--- config.mk ---
export PLATFORM = sky130hd
export DESIGN_NAME = pc_fetch
export DESIGN_NICKNAME = d
export VERILOG_FILES = /design/src/rtl/rv_pkg.sv /design/src/rtl/pc_next.sv /design/src/rtl/pc_fetch.sv
export SDC_FILE = /design/constraint.sdc
export NUM_CORES = 1
export LEC_CHECK = 0
export CORE_MARGIN = 1
export CORE_UTILIZATION = 39
export CTS_BUF_LIST = sky130_fd_sc_hd__clkbuf_4
export CTS_CLUSTER_SIZE = 10
export DETAILED_ROUTE_END_ITERATION = 10
export PLACE_DENSITY = 0.92
export SYNTH_ARGS = -nofsm -noshare
export SYNTH_HDL_FRONTEND = slang
export SYNTH_SLANG_ARGS = --single-unit
--- constraint.sdc ---
create_clock -name clk -period 2.8 [get_ports clk]
set_input_delay 0.56 -clock clk [delete_from_list [all_inputs] [get_ports clk]]
set_output_delay 0.56 -clock clk [all_outputs]
set_load 0.01 [all_outputs]
--- src/rtl/rv_pkg.sv ---
// Shared fetch-stage definitions: next-PC select encodings, fetch FSM states, nop word.
package rv_pkg;

   localparam logic [1:0] PCSRC_PLUS4  = 2'b00;
   localparam logic [1:0] PCSRC_TARGET = 2'b01;
   localparam logic [1:0] PCSRC_ALU    = 2'b10;

   localparam logic [31:0] NOP = 32'h0000_0013;

   typedef enum logic [1:0] {
      IDLE = 2'b00,
      REQ  = 2'b01,
      HOLD = 2'b10
   } fetch_state_t;

endpackage

--- src/rtl/pc_next.sv ---
// Combinational next-PC select and alignment handling for the fetch stage.
// Build option MISALIGN_TRAP_EN: misaligned next PC redirects to TRAP_PC instead of being forced aligned.
module pc_next
   import rv_pkg::*;
#(
   parameter int unsigned N = 32
`ifdef MISALIGN_TRAP_EN
   ,
   parameter logic [N-1:0] TRAP_PC = N'(32'h0000_0100)
`endif
) (
   input  logic [N-1:0] pc_plus4_i,
   input  logic [1:0]   pcsrc_i,
   input  logic [N-1:0] pc_target_i,
   input  logic [N-1:0] alu_result_i,
   output logic [N-1:0] next_pc_o,
   output logic         trap_o
);

   logic [N-1:0] sel_pc;

   always_comb begin
      // NOTE: default assignment first so every path drives sel_pc and no latch is inferred.
      sel_pc = pc_plus4_i;
      case (pcsrc_i)
         PCSRC_PLUS4:  sel_pc = pc_plus4_i;
         PCSRC_TARGET: sel_pc = pc_target_i;
         // jalr target has bit 0 cleared before alignment is judged
         PCSRC_ALU:    sel_pc = alu_result_i & {{(N-1){1'b1}}, 1'b0};
         default:      sel_pc = pc_plus4_i;
      endcase
   end

`ifdef MISALIGN_TRAP_EN
   assign trap_o    = (sel_pc[1:0] != 2'b00);
   assign next_pc_o = trap_o ? TRAP_PC : sel_pc;
`else
   assign trap_o    = 1'b0;
   assign next_pc_o = sel_pc & {{(N-2){1'b1}}, 2'b00};
`endif

endmodule

--- src/rtl/pc_fetch.sv ---
// Instruction fetch stage: IDLE/REQ/HOLD handshake FSM holding PC and the fetched instruction.
// Build option MISALIGN_TRAP_EN enables the misaligned-PC trap and the misalign pulse.
module pc_fetch
   import rv_pkg::*;
#(
   parameter int unsigned  N        = 32,
   parameter logic [N-1:0] RESET_PC = N'(32'h0000_0000),
   parameter logic [N-1:0] TRAP_PC  = N'(32'h0000_0100)
) (
   input  logic         clk,
   input  logic         reset,
   input  logic [1:0]   PCSrc,
   input  logic [N-1:0] PCTarget,
   input  logic [N-1:0] ALUResult,
   input  logic         instr_ready,
   input  logic         imem_ack,
   input  logic [31:0]  imem_rdata,
   output logic         imem_req,
   output logic [N-1:0] imem_addr,
   output logic         instr_valid,
   output logic [31:0]  Instr,
   output logic [N-1:0] PC,
   output logic [N-1:0] PCPlus4,
   output logic         misalign
);

   fetch_state_t state_q, state_d;
   logic [N-1:0] pc_q, pc_d;
   logic [31:0]  instr_q, instr_d;
   logic         misalign_q, misalign_d;
   logic [N-1:0] pc_plus4;
   logic [N-1:0] next_pc;
   logic         trap;

   assign pc_plus4 = pc_q + N'(4);

   pc_next #(
      .N       (N)
`ifdef MISALIGN_TRAP_EN
      ,
      .TRAP_PC (TRAP_PC)
`endif
   ) u_pc_next (
      .pc_plus4_i   (pc_plus4),
      .pcsrc_i      (PCSrc),
      .pc_target_i  (PCTarget),
      .alu_result_i (ALUResult),
      .next_pc_o    (next_pc),
      .trap_o       (trap)
   );

   always_comb begin
      state_d    = state_q;
      pc_d       = pc_q;
      instr_d    = instr_q;
      misalign_d = 1'b0;
      case (state_q)
         IDLE: state_d = REQ;
         REQ: begin
            if (imem_ack) begin
               instr_d = imem_rdata;
               state_d = HOLD;
            end
         end
         HOLD: begin
            // retire cycle: the only place the next-PC inputs are consumed
            if (instr_ready) begin
               pc_d       = next_pc;
               misalign_d = trap;
               state_d    = REQ;
            end
         end
         default: state_d = IDLE;
      endcase
   end

   // NOTE: sequential state uses non-blocking assignments so all registers update together at the edge.
   always_ff @(posedge clk) begin
      if (reset) begin
         state_q    <= IDLE;
         pc_q       <= RESET_PC;
         instr_q    <= NOP;
         misalign_q <= 1'b0;
      end else begin
         state_q    <= state_d;
         pc_q       <= pc_d;
         instr_q    <= instr_d;
         misalign_q <= misalign_d;
      end
   end

   assign imem_req    = (state_q == REQ);
   assign imem_addr   = pc_q;
   assign instr_valid = (state_q == HOLD);
   assign Instr       = instr_q;
   assign PC          = pc_q;
   assign PCPlus4     = pc_plus4;
   assign misalign    = misalign_q;

endmodule
# Word-level counts from Yosys, hierarchy flattened
# Cells that the tools add are included.
[totals]
inputBits = 102
regBits = 64
word_cells = 18
[classes]
eq_ne = 6
n_reduce_logical = 4
mux = 4
add_sub_neg = 1
[ops]
columns = ["op", "count"]
rows = [
  ["one-hot mux 32 bit (2 select lines)", 1],
  ["adder 32 x 3 -> 32 bit, second input constant", 1],
  ["one-hot mux 2 bit (3 select lines)", 1],
  ["AND reduction 2 bit", 3],
  ["== test 2 x 1 -> 1 bit, second input constant", 2],
  ["== test 2 bit, second input constant", 2],
  ["2-to-1 mux 2 bit", 2],
  ["inequality test 2 bit, second input constant", 2],
  ["zero test 2 bit", 1],
]

# Logic depth before layout (Yosys ltp)
[depth]
word_depth = 3
depth_mapped = 10
ltp_nobuf = 7

# Cells and area by module
# From an unflattened synthesis, not the netlist that was laid out.
[hier_totals]
cells_unflattened = 531
area_unflattened_um2 = 3849.9
[modules_own_cells]
columns = ["module", "cells_each", "area_per_inst_um2", "instances", "seq_area_each_um2"]
rows = [
  ["pc_fetch", 420, 3211.8, 1, 1341.3],
  ["pc_next", 111, 638.1, 1, 0.0],
]

# Least setup slack after synthesis
# OpenSTA, ideal clock, no wires.
[synth_timing]
path_type = "register to output"
startpoint = "register pc_q[9], in the netlist PC[9]"
endpoint = "output port PCPlus4[19]"
path_stages_with_launch = 6
setup_slack_ns = 0.421
n_path_buf = 1
required_ns = 2.240
arrival_ns = 1.819
cell_sequence = "dfxtp_1 buf_4 nand4_2 or3_1 or4_1 xnor2_1"
[synth_between]
elab_chain_len = 1
[synth_rtl]
columns = ["item", "line", "source"]
rows = [
  ["start, declared", "pc_fetch.sv:28", "logic [N-1:0] pc_q, pc_d;"],
  ["start signal, assigned", "pc_fetch.sv:86", "pc_q <= pc_d;"],
  ["adder 32 x 3 -> 32 bit", "pc_fetch.sv:35", "assign pc_plus4 = pc_q + N'(4);"],
  ["end, declared", "pc_fetch.sv:23", "output logic [N-1:0] PCPlus4,"],
]
# No other way between the ends.

# Worst setup path in the final report
[layout_timing]
startpoint = "register pc_q[8], in the netlist PC[8]"
endpoint = "output port PCPlus4[12]"
# The elaborated chain is that of the path after synthesis.

==> reports/summary.txt <==
Post-synth EDFFs: 0
Ys Warns: 0
vias in the first global route: 4649
Async S/R FF share, synth: 0%
CTS buffer count: 9
first-pass GRT wire length: 22900 µm
MaxCap Viol Count: 0
Crit Path Max Fanout: 12
post-DP HPWL: 11500 µm
GPL Wtd Cong: 0.860
# port buffers: 221
row count: 36
CP Class: reg -> out
Die ar.: 10600 µm²
reg2reg end: PC[31]$_SDFFE_PP0P_
Final min period: 2770 ps
Slowest cell on crit path: clkdlybuf4s50_1
reg2reg path depth: 6
CP Data Arrival Time: 2210 ps
synth unique cells: 53
router iterations before antenna repair: 5
Core Region: 9820 µm²
Power Dens Cells: 324 nW/µm²
Crit path required time: 2240 ps
clk_skew: 15.7 ps
period utilisation layout: 99.1%
#FFs+latches synth: 64
Hold Path Class: reg -> reg
Crit. End Element: output port
aggregate routed wire length: 15500 µm
Finished Layout Cells: 890
DR vias: 4841
CP startpoint kind: register
share of layout cells above drive strength 1: 14.4%
worst slew pin tran: 602 ps
CTS tree: done
Final Cell Area: 6610 µm²
Cells after DPL: 868
vias per cell: 5.44
FF-to-FF Start: PC[17]$_SDFFE_PP0P_
post-synthesis cell count: 542
clock slew at reported path FFs: 110 ps
DRC: 0
Root Driver: clkbuf_4
CTS sink cnt: 64
die width: 103 µm
Clk Latency, worst-skew pair: 400 ps
Cell Area, Placed: 6270 µm²
final setup vio count: 0
outcome: finished clean
Clock Tree Buf Depth: 2
critical path cell sequence: buf_4, and4_2, nand3_1, xnor2_1, clkdlybuf4s50_1
Die Y: 103 µm
aggregate global-route resource usage: 27.7%
Critical path origin: PC[8]$_SDFFE_PP0P_
R2R setup slack: 630 ps
Synth Flop Type: dfxtp_1
largest net degree at the start of global routing: 34
H-tree Lvls: 3
mapped cell area: 3970 µm²
antenna-violating nets left: 0
n_diodes: 0
Remaining Overflow, GRT: 0
area growth from synthesis to layout: 66.3%
initial antenna violation count: 0
IO Pins: 233
Iter 0 DRT Violations: 298
DR WL/cell: 17.4 µm
Max Slew Vio Count: 0
starting density of the core: 40.5%
Relative slew margins: 59.8%
static leakage: 2.52 nW
slowest stage delay, CP: 590 ps
CTS Hold Bufs: 0
fmax: 360 MHz
nets: 858
endpoints failing hold: 0
Seq/Total Area, Yosys: 32.2%
Final Power: 2.14 mW
Sum Neg Setup Slack: 0 ps
syn_area_per_cell: 7.33 µm²
hold slack final: 464 ps
VDD IR max: 218 µV
crit path to: PCPlus4[12]
cell usage after synthesis, drive strengths merged (2+ instances only):
cell     n  share of area (%)
o21ai   18                2.3
xnor2   18                4.0
nand2b   2               0.31
mux2     2               0.57
nor3    17                2.1
and4     5                1.1
nand4    5               0.94
or4      4               0.76
o32ai    7                1.5
o31a     2               0.44
or3      5               0.79
nand3   14                1.8
dfxtp   64                 32
o21a     2               0.38
clkbuf  38                3.6
a221o    2               0.50
nand2   97                9.2
xor2    10                2.2
nor4     3               0.47
a31oi   12                1.9
a22o     6                1.3
o211ai   3               0.57
a22oi   25                4.7
a41oi    2               0.44
ha       3               0.94
nor2    35                3.3
buf     42                7.6
and3     2               0.31
o31ai    3               0.57
or2      2               0.38
a21oi   55                6.9
nand3b   6                1.1
inv     13                1.2
and2     3               0.47
how the worst min path moves through the flow:
stage	start	cells after the start	endpoint	slack (ps)
after floorplan	Instr[10]$_SDFFE_PP0P_	2	Instr[10]$_SDFFE_PP0P_	480
after global placement	Instr[26]$_SDFFE_PP0P_	2	Instr[26]$_SDFFE_PP0P_	440
after detailed placement	Instr[18]$_SDFFE_PP0P_	2	Instr[18]$_SDFFE_PP0P_	450
after CTS	Instr[18]$_SDFFE_PP0P_	2	Instr[18]$_SDFFE_PP0P_	460
after global routing	Instr[26]$_SDFFE_PP0P_	2	Instr[26]$_SDFFE_PP0P_	480
final	Instr[18]$_SDFFE_PP0P_	2	Instr[18]$_SDFFE_PP0P_	460
what timing repair did:
item,4_1_cts,5_1_grt
setup endpoints to repair,19,9
gates resized for setup,44,25
setup buffers,5,2
endpoints found under the hold margin,0,0
pin swaps,4,3
power breakdown:
part           internal [mW]  switching [mW]  total, mW
Combinational          0.256           0.217      0.474
Clock                  0.361           0.342      0.703
Sequential             0.941          0.0221      0.963
Total                   1.56           0.581       2.14
critical path: cells and delay by family, from the launching register on:
kind / cells / cell delay [ps]
simple gates: 2 / 430
xor+xnor: 1 / 230
flops: 1 / 370
buf+inv: 2 / 780
kinds of logic (layout without fill, tap and decap cells):
kind of cell | after synthesis | count (layout) | share of synthesized area [%]
simple gates | 205 | 205 | 24.1
compound gates | 145 | 145 | 23.2
buf+inv | 93 | 302 | 12.4
flops | 64 | 64 | 32.2
xor+xnor | 28 | 28 | 6.17
fa+ha+maj | 3 | 3 | 0.945
mux | 3 | 3 | 0.819
other cells | 1 | 7 | 0.0944
per-layer routing:
layer	track usage (%)	share of wire, %
met5	0	0
met3	5.69	8.1
met2	50.4	52
met4	11.8	2.4
met1	31.3	38
sequential cells by signal, indices dropped and copies added (netlist names):
register / count
Instr: 32
PC: 30
state_q: 2
final cells by class:
| type | instances | area, µm² |
|---|---|---|
| Sequential cell | 64 | 1290 |
| Timing Repair Buffer | 274 | 2580 |
| Clock buffer | 10 | 75.1 |
| Multi-Input combinational cell | 391 | 2370 |
| Clock inverter | 5 | 72.6 |
| Fill cell | 821 | 3210 |
| Tap cell | 133 | 166 |
| Inverter | 13 | 48.8 |
cells in the final DEF (no fill, tap or decap), drive strengths merged, types with 17 or more instances in the layout:
cell type | netlist | layout
buf | 42 | 55
a22oi | 25 | 25
nand2 | 97 | 97
o21ai | 18 | 18
nor2 | 35 | 35
xnor2 | 18 | 18
nor3 | 17 | 17
clkdlybuf4s50 | 0 | 201
dfxtp | 64 | 64
a21oi | 55 | 55
stage by stage:
stage / utilization (%) / setup slack (ps)
6_report: 67.3 / 25.6
5_1_grt: 67.3 / -19.7
4_1_cts: 66.8 / 3.27
3_5_place_dp: 63.9 / 67.1
3_3_place_gp: 63.9 / 96.9
2_1_floorplan: - / 421
Note: power is estimated with default switching activity, not from simulation.
